<file path="src/rtl/cnn_pkg.sv">
// Shared widths, FSM states and output saturation for the CNN state-update block.
package cnn_pkg;

  localparam int WIDTH  = 9;
  localparam int DATA_W = 2 * WIDTH;
  localparam int COEF_W = 9;
  localparam int FRAC   = 4;
  localparam int TAPS   = 9;
  localparam int HSHIFT = 2;
  localparam int ACC_W  = 32;
  localparam int CNT_W  = 4;
  localparam int PROD_W = COEF_W + DATA_W;
  localparam int DIFF_W = ACC_W + 2;

  typedef enum logic [1:0] {IDLE, ACCUM, UPDATE, OUTPUT} state_e;

  localparam logic signed [DATA_W-1:0] DATA_MAX = {1'b0, {(DATA_W-1){1'b1}}};
  localparam logic signed [DATA_W-1:0] DATA_MIN = {1'b1, {(DATA_W-1){1'b0}}};

  function automatic logic signed [DATA_W-1:0] sat(input logic signed [DIFF_W-1:0] v);
    logic signed [DIFF_W-1:0] hi, lo;
    hi = DIFF_W'(DATA_MAX);
    lo = DIFF_W'(DATA_MIN);
    if (v > hi)      sat = DATA_MAX;
    else if (v < lo) sat = DATA_MIN;
    else             sat = v[DATA_W-1:0];
  endfunction

endpackage

</file>
<file path="src/rtl/cnn_tap_mac.sv">
// One template tap: (a*y)>>>FRAC + (b*u)>>>FRAC at full product precision.
module cnn_tap_mac
  import cnn_pkg::*;
(
  input  logic signed [COEF_W-1:0] a_coef_i,
  input  logic signed [DATA_W-1:0] y_i,
  input  logic signed [COEF_W-1:0] b_coef_i,
  input  logic signed [DATA_W-1:0] u_i,
  output logic signed [ACC_W-1:0]  contrib_o
);

  logic signed [PROD_W-1:0] prod_a, prod_b, sh_a, sh_b;

  // Operands are widened first so the multiply is done at PROD_W.
  assign prod_a = PROD_W'(a_coef_i) * PROD_W'(y_i);
  assign prod_b = PROD_W'(b_coef_i) * PROD_W'(u_i);
  assign sh_a   = prod_a >>> FRAC;
  assign sh_b   = prod_b >>> FRAC;

  assign contrib_o = ACC_W'(sh_a) + ACC_W'(sh_b);

endmodule

</file>
<file path="src/rtl/cnn_state_update.sv">
// Forward-Euler CNN state step: x' = x + ((sum(A*y)+sum(B*u)+I-x) >>> HSHIFT),
// taps streamed serially, result saturated and held on a valid/ready output.
module cnn_state_update
  import cnn_pkg::*;
(
  input  logic              clk,
  input  logic              rst_n,
  input  logic              start,
  input  logic [DATA_W-1:0] x_in,
  input  logic [DATA_W-1:0] bias,
  output logic              busy,
  input  logic              tap_valid,
  output logic              tap_ready,
  input  logic [DATA_W-1:0] y_in,
  input  logic [DATA_W-1:0] u_in,
  input  logic [COEF_W-1:0] a_coef,
  input  logic [COEF_W-1:0] b_coef,
  output logic [DATA_W-1:0] x_out,
  output logic              out_valid,
  input  logic              out_ready
);

  state_e                   state_q, state_d;
  logic signed [ACC_W-1:0]  acc_q, acc_d;
  logic [CNT_W-1:0]         cnt_q, cnt_d;
  logic signed [DATA_W-1:0] x_q, x_d;
  logic signed [DATA_W-1:0] bias_q, bias_d;
  logic signed [DATA_W-1:0] xout_q, xout_d;
  logic                     ovld_q, ovld_d;

  logic signed [ACC_W-1:0]  contrib;
  logic signed [DIFF_W-1:0] diff, sum;

  cnn_tap_mac u_mac (
    .a_coef_i  ($signed(a_coef)),
    .y_i       ($signed(y_in)),
    .b_coef_i  ($signed(b_coef)),
    .u_i       ($signed(u_in)),
    .contrib_o (contrib)
  );

  // Wide enough that neither the difference nor the step can wrap before saturation.
  assign diff = DIFF_W'(acc_q) + DIFF_W'(bias_q) - DIFF_W'(x_q);
  assign sum  = DIFF_W'(x_q) + (diff >>> HSHIFT);

  assign busy      = (state_q != IDLE);
  assign tap_ready = (state_q == ACCUM);
  assign x_out     = xout_q;
  assign out_valid = ovld_q;

  always_comb begin
    state_d = state_q;
    acc_d   = acc_q;
    cnt_d   = cnt_q;
    x_d     = x_q;
    bias_d  = bias_q;
    xout_d  = xout_q;
    ovld_d  = ovld_q;
    case (state_q)
      IDLE: begin
        if (start) begin
          state_d = ACCUM;
          x_d     = $signed(x_in);
          bias_d  = $signed(bias);
          acc_d   = '0;
          cnt_d   = '0;
        end
      end
      ACCUM: begin
        if (tap_valid) begin
          acc_d = acc_q + contrib;
          cnt_d = cnt_q + 1'b1;
          if (cnt_q == CNT_W'(TAPS - 1)) state_d = UPDATE;
        end
      end
      UPDATE: begin
        xout_d  = sat(sum);
        ovld_d  = 1'b1;
        state_d = OUTPUT;
      end
      OUTPUT: begin
        if (out_ready) begin
          ovld_d  = 1'b0;
          state_d = IDLE;
        end
      end
      default: state_d = IDLE;
    endcase
  end

  always_ff @(posedge clk) begin
    if (!rst_n) begin
      state_q <= IDLE;
      acc_q   <= '0;
      cnt_q   <= '0;
      x_q     <= '0;
      bias_q  <= '0;
      xout_q  <= '0;
      ovld_q  <= 1'b0;
    end else begin
      state_q <= state_d;
      acc_q   <= acc_d;
      cnt_q   <= cnt_d;
      x_q     <= x_d;
      bias_q  <= bias_d;
      xout_q  <= xout_d;
      ovld_q  <= ovld_d;
    end
  end

endmodule

</file>
<file path="config.mk">
export PLATFORM = sky130hd
export DESIGN_NAME = cnn_state_update
export DESIGN_NICKNAME = d
export VERILOG_FILES = /design/src/rtl/cnn_pkg.sv /design/src/rtl/cnn_tap_mac.sv /design/src/rtl/cnn_state_update.sv
export SDC_FILE = /design/constraint.sdc
export NUM_CORES = 1
export LEC_CHECK = 0
export CAP_MARGIN = 20
export CORE_ASPECT_RATIO = 0.9
export CORE_MARGIN = 10
export CORE_UTILIZATION = 40
export CTS_BUF_LIST = sky130_fd_sc_hd__clkbuf_8
export DETAILED_ROUTE_END_ITERATION = 12
export PLACE_DENSITY = 0.59
export SETUP_SLACK_MARGIN = 0.02
export SYNTH_ARGS = -nofsm -noshare
export SYNTH_HDL_FRONTEND = slang
export SYNTH_SLANG_ARGS = --single-unit
</file>
<file path="constraint.sdc">
create_clock -name clk -period 10.2 [get_ports clk]
set_input_delay 2.04 -clock clk [delete_from_list [all_inputs] [get_ports clk]]
set_output_delay 2.04 -clock clk [all_outputs]
set_load 0.03 [all_outputs]
</file>
==> results_dict.tcl, run 1 <==
set metrics [dict create \
    outcome "finished, final reports clean" \
    numCtsBuffers 9 \
    start_util 0.4041 \
    crit_path_end_kind "flip-flop" \
    critPathSlowestCell "fa_1" \
    syn_area_um2 20350 \
    worstHoldStart "bias_q[8]$_SDFFE_PN0P_" \
    drive_above_1_share 0.09324 \
    die_width_um 257.8 \
    ys_warn_count 0 \
    finalClockSkew_ns 0.01794 \
    synth_area_leader_cell "fa_1" \
    cp.required_ns 10.49 \
    clk_pin_slew_worst_paths_ns 0.11 \
    cpPeakStageDelay_ns 0.57 \
    first_pass_iters 7 \
    grt_pass1_wl_um 82140 \
    cts_hold_buf 0 \
    yosys-top-cells-count "inv_1, fa_1, nand2_1" \
    core_um2 50360 \
    die_area_um2 60310 \
    synth_top_area_share 0.3246 \
    synth-seq-area-share 0.09149 \
    hold_path_class "flip-flop to flip-flop" \
    grt_pass1_vias 16580 \
    fin_area_um2 23710 \
    cp-start-kind "input port" \
    worst_pin_slew_ns 1.040 \
    fmax_mhz 101.7 \
    yosysUniqueCellTypes 73 \
    rows 78 \
    cts_root_buf "clkbuf_8" \
    fin_util 0.4708 \
    critical_path_class "input port to flip-flop" \
    postRouteAntennaNets 0 \
    num-nets-final 3203 \
    dpl.cell_count 3236 \
    period_minus_slack_ns 9.832 \
    dp_hpwl_um 41240 \
    synth.area.top_cells "fa_1, ha_1, dfxtp_1" \
    worstPathArrival_ns 10.12 \
    place_congestion 0.8390 \
    htreeDepth 3 \
    rsz0062_at_grt "false" \
    post_dp_cell_area_um2 23280 \
    worst-path-max-fanout 3 \
    drc 0 \
    fillers 4931 \
    finalHoldViolations 0 \
    yosysMostFrequentCell "inv_1" \
    synth_edf_count 0 \
    insertion_delay_ns 0.40 \
    top_level_ports 116 \
    vias 16110 \
    slew_headroom 0.3068 \
    overflow 0 \
    cap_violations 0 \
    rrSetupSlack_ns 3.08 \
    areaGrowthSynthToFinish_pct 16.50 \
    post-route-period-util 0.9639 \
    syn-mean-instance-area_um2 8.637 \
    final_cells 3255 \
    synthArstFlopShare 0 \
    grtUsageTotal 0.1625 \
    grt_start_max_net_pins 95 \
    clockBufferDepth 2 \
    cts_tree "built" \
    crit_start "u_in[1]" \
    synth_cells 2356 \
    via_per_inst 4.948 \
    numPortBuffers 115 \
    syn_nets 2989 \
    drt_iter0_markers 696 \
    detail_route.wirelength_um 48540 \
    clkSinkCount 93 \
    cp_common_cell "fa_1" \
    r2r_start "x_q[1]$_SDFFE_PN0P_" \
    wl_per_cell_um 14.91 \
    ys_seq_elements 93 \
    antenna_found_initial 0 \
    setup_viol 0 \
    die_height_um 234.0 \
    slew_violations 0 \
    synth_ff_type "dfxtp_1" \
]
-- cell families after synthesis --
| kind of cell | synth area share |
|---|---|
| AO/OA/AOI/OAI | 0.1367 |
| XOR/XNOR | 0.05534 |
| adder cells (fa/ha/maj) | 0.4525 |
| buffers and inverters | 0.08706 |
| flip-flops | 0.09149 |
| multiplexers | 0.002644 |
| AND/OR/NAND/NOR | 0.1742 |
-- timing repair --
| action | 4_1_cts | 5_1_grt |
|---|---|---|
| setup endpoints to repair | 3 | 7 |
| pin swaps | 3 | 39 |
| setup buffers | 0 | 2 |
| gates resized for setup | 7 | 48 |
-- path summary, 6_finish.rpt --
check | to | cells past startpoint
max | acc_q[30]$_SDFFE_PN0P_ | 34
min | bias_q[8]$_SDFFE_PN0P_ | 2
max reg2reg | x_out[1]$_SDFFE_PN0P_ | 28
min reg2reg | bias_q[8]$_SDFFE_PN0P_ | 2
-- layout make-up --
| class | count | area, µm² | area share |
|---|---|---|---|
| inverters | 398 | 1494 | 0.06302 |
| multi-input cells | 1794 | 16880 | 0.7122 |
| repair buffers | 274 | 2436 | 0.1028 |
| clock buffers | 9 | 123.9 | 0.005225 |
| well taps | 680 | 850.8 | 0.03589 |
| flip-flops and latches | 93 | 1862 | 0.07854 |
| diodes | 1 | 2.502 | 0.0001056 |
| clock inverters | 6 | 52.55 | 0.002217 |
-- metal layers --
layer  part of all wire  track usage  vias up  wire (µm)
met4             0.0079      0.02314        0        385
met2               0.50       0.2839      216      24070
met3              0.029      0.01870       28       1416
met1               0.47       0.2179     7908      22680
li1                   -            -     7953          -
met5                  0            0        -          0
-- state kept, by name, indices dropped and copies added, names as in the netlist --
register and cells:
bias_q 18, out_valid 1, state_q 2, cnt_q 4, x_out 18, x_q 18
acc_q 32
-- through the flow --
step | worst slack, ns | TNS (ns) | hold WS (ns)
6_report | 0.3684 | 0 | 0.4747
5_1_grt | 0.02487 | 0 | 0.4952
4_1_cts | 0.05740 | 0 | 0.4792
3_5_place_dp | -0.5997 | -1.879 | 0.4627
3_3_place_gp | -0.4463 | -1.224 | 0.4586
2_1_floorplan | 0.05326 | 0 | 0.4410
-- critical path: cells and delay by family --
| family | cells | cell delay [ns] |
|---|---|---|
| AO/OA/AOI/OAI | 17 | 2.83 |
| XOR/XNOR | 2 | 0.42 |
| adder cells (fa/ha/maj) | 8 | 3.52 |
| buffers and inverters | 3 | 0.62 |
| AND/OR/NAND/NOR | 4 | 0.67 |
-- cells in the final DEF, fill, tap and decap left out, drive strengths merged, types with 4 or more instances in the layout --
master / instances
nand3: 23
clkbuf: 9
or3: 11
and4: 5
a311oi: 4
a21boi: 41
o21a: 23
a21oi: 111
dlymetal6s2s: 17
inv: 402
a31oi: 8
fa: 330
nor3: 33
o31ai: 5
nand3b: 4
xor2: 50
dfxtp: 93
a221oi: 5
o211ai: 10
nor2: 100
and3: 17
nor2b: 45
ha: 208
or2: 5
a21o: 51
nand2b: 23
nand2: 272
o21ai: 65
xnor2: 76
a22oi: 27
o41ai: 4
buf: 160
a211oi: 12
and2: 157
clkdlybuf4s50: 95
o21bai: 19
nand4: 13
Power of run 1 is not shown: default switching activity piles up to over one toggle a cycle in this logic, so the estimate is an artifact.
==> inputs of run 2 (changes only) <==
ABC_CLOCK_PERIOD_IN_PS = 10200   (was default)
==> results of run 2 <==
Same layout as run 1: the final DEF is identical, and so are final timing and power.
Power of run 2 is left out for the same reason.
==> inputs of run 3 (changes only) <==
SLEW_MARGIN = 15   (was default)
==> run 3 against run 2 <==
Net effect: global-route usage unchanged; die area unchanged; via count about the same; first-iteration DRC count is 0.57% lower; critical path depth unchanged; clock skew grew 0.00051 ns; maximum frequency down 0.27%; utilization shrank 0.052 points; highest routed layer unchanged.
==> results_dict.tcl, run 3 (synthesis results as in run 1) <==
set metrics [dict create \
    drt_iter0_markers 692 \
    grtUsageTotal 0.1625 \
    outcome "finished, final reports clean" \
    core_um2 50360 \
    cpPeakStageDelay_ns 0.57 \
    worst-path-max-fanout 3 \
    finalHoldViolations 0 \
    postRouteAntennaNets 0 \
    drive_above_1_share 0.09328 \
    layout_commonest_cell "inv_1" \
    preCtsSetupSlack_ns -0.5997 \
    fmax_mhz 101.4 \
    first_pass_iters 6 \
    setup_viol 0 \
    cp.required_ns 10.49 \
    place_congestion 0.8390 \
    rows 78 \
    final_cell_mix "inv_1, fa_1, nand2_1, ha_1, and2_1" \
    die_height_um 234.0 \
    dp_hpwl_um 41240 \
    crit_path_end_kind "flip-flop" \
    die_area_um2 60310 \
    fin_area_um2 23680 \
    die_width_um 257.8 \
    cts_hold_buf 0 \
    cap_violations 0 \
    rsz0062_at_grt "false" \
    clkSinkCount 93 \
    htreeDepth 3 \
    worstPathArrival_ns 10.15 \
    areaGrowthSynthToFinish_pct 16.37 \
    overflow 0 \
    critical_path_class "input port to flip-flop" \
    top_register "acc_q" \
    post-route-period-util 0.9665 \
    drc 0 \
    cp_common_cell "fa_1" \
    num-nets-final 3202 \
    detail_route.wirelength_um 48560 \
    setup_ws_ns 0.3419 \
    cp-start-kind "input port" \
    clockBufferDepth 2 \
    numCtsBuffers 9 \
    slew_headroom 0.3097 \
    antenna_found_initial 0 \
    cts_tree "built" \
    post_dp_cell_area_um2 23280 \
    via_per_inst 4.948 \
    cts_root_buf "clkbuf_8" \
    finalClockSkew_ns 0.01845 \
    crit_buf_inv 3 \
    largest_register_ff_count 32 \
    grt_pass1_wl_um 82140 \
    numPortBuffers 115 \
    path_delay_family "adder cells" \
    period_minus_slack_ns 9.858 \
    slew_violations 0 \
    worst_pin_slew_ns 1.035 \
    grt_pass1_vias 16580 \
    critPathSlowestCell "fa_1" \
    clk_pin_slew_worst_paths_ns 0.10 \
    start_util 0.4041 \
    hold_path_class "flip-flop to flip-flop" \
    grt_start_max_net_pins 95 \
    top_level_ports 116 \
    vias 16100 \
    wl_per_cell_um 14.92 \
    insertion_delay_ns 0.40 \
]
## run 3: cell types whose count changed in the layout (fill, tap and decap cells not counted)
cell / previous run / this run
and2_1: 157 / 156
and2_2: 0 / 1
buf_16: 2 / 1
## run 3: cell type report
cell class	count	area (µm²)
antenna	1	2.502
timing repair buffer	273	2409
tap	680	850.8
clock buffer	9	123.9
multi-input combinational	1794	16890
clock inverter	6	52.55
sequential	93	1862
fill	4934	26680
inverter	398	1494
## run 3: what timing repair did
item                       in CTS  in global routing
setup endpoints to repair       3                  7
buffers inserted                0                  2
pin swaps                       3                 39
resized for setup               7                 48
## run 3: per-layer routing
metal,track usage,up-vias,part of all wire
li1,-,7954,-
met1,0.2179,7902,0.47
met2,0.2839,219,0.50
met3,0.01870,26,0.027
met4,0.02314,0,0.0075
met5,0,-,0
## run 3: path summary, 6_finish.rpt
kind | endpoint | slack (ns) | from | depth (start not counted)
hold / removal | bias_q[15]$_SDFFE_PN0P_ | 0.47 | bias_q[15]$_SDFFE_PN0P_ | 2
setup / recovery | acc_q[30]$_SDFFE_PN0P_ | 0.34 | u_in[1] | 34
hold reg to reg | bias_q[15]$_SDFFE_PN0P_ | 0.47 | bias_q[15]$_SDFFE_PN0P_ | 2
setup reg to reg | x_out[1]$_SDFFE_PN0P_ | 3.09 | x_q[1]$_SDFFE_PN0P_ | 28
## run 3: metrics by stage
stage	utilization	hold slack (ns)	TNS (ns)	cells
after floorplan	-	0.4410	0	2356
after global placement	0.4617	0.4586	-1.224	3235
after detailed placement	0.4623	0.4627	-1.879	3236
after CTS	0.4662	0.4792	0	3251
after global routing	0.4702	0.4952	0	3253
final	0.4702	0.4750	0	3254
## run 3: worst min-delay path, delay by kind of cell, from the launching register on
kind | cells | cell delay [ns]
compound gates | 1 | 0.06
flops | 1 | 0.32
simple gates | 1 | 0.05
Power of run 3 is left out for the same reason.
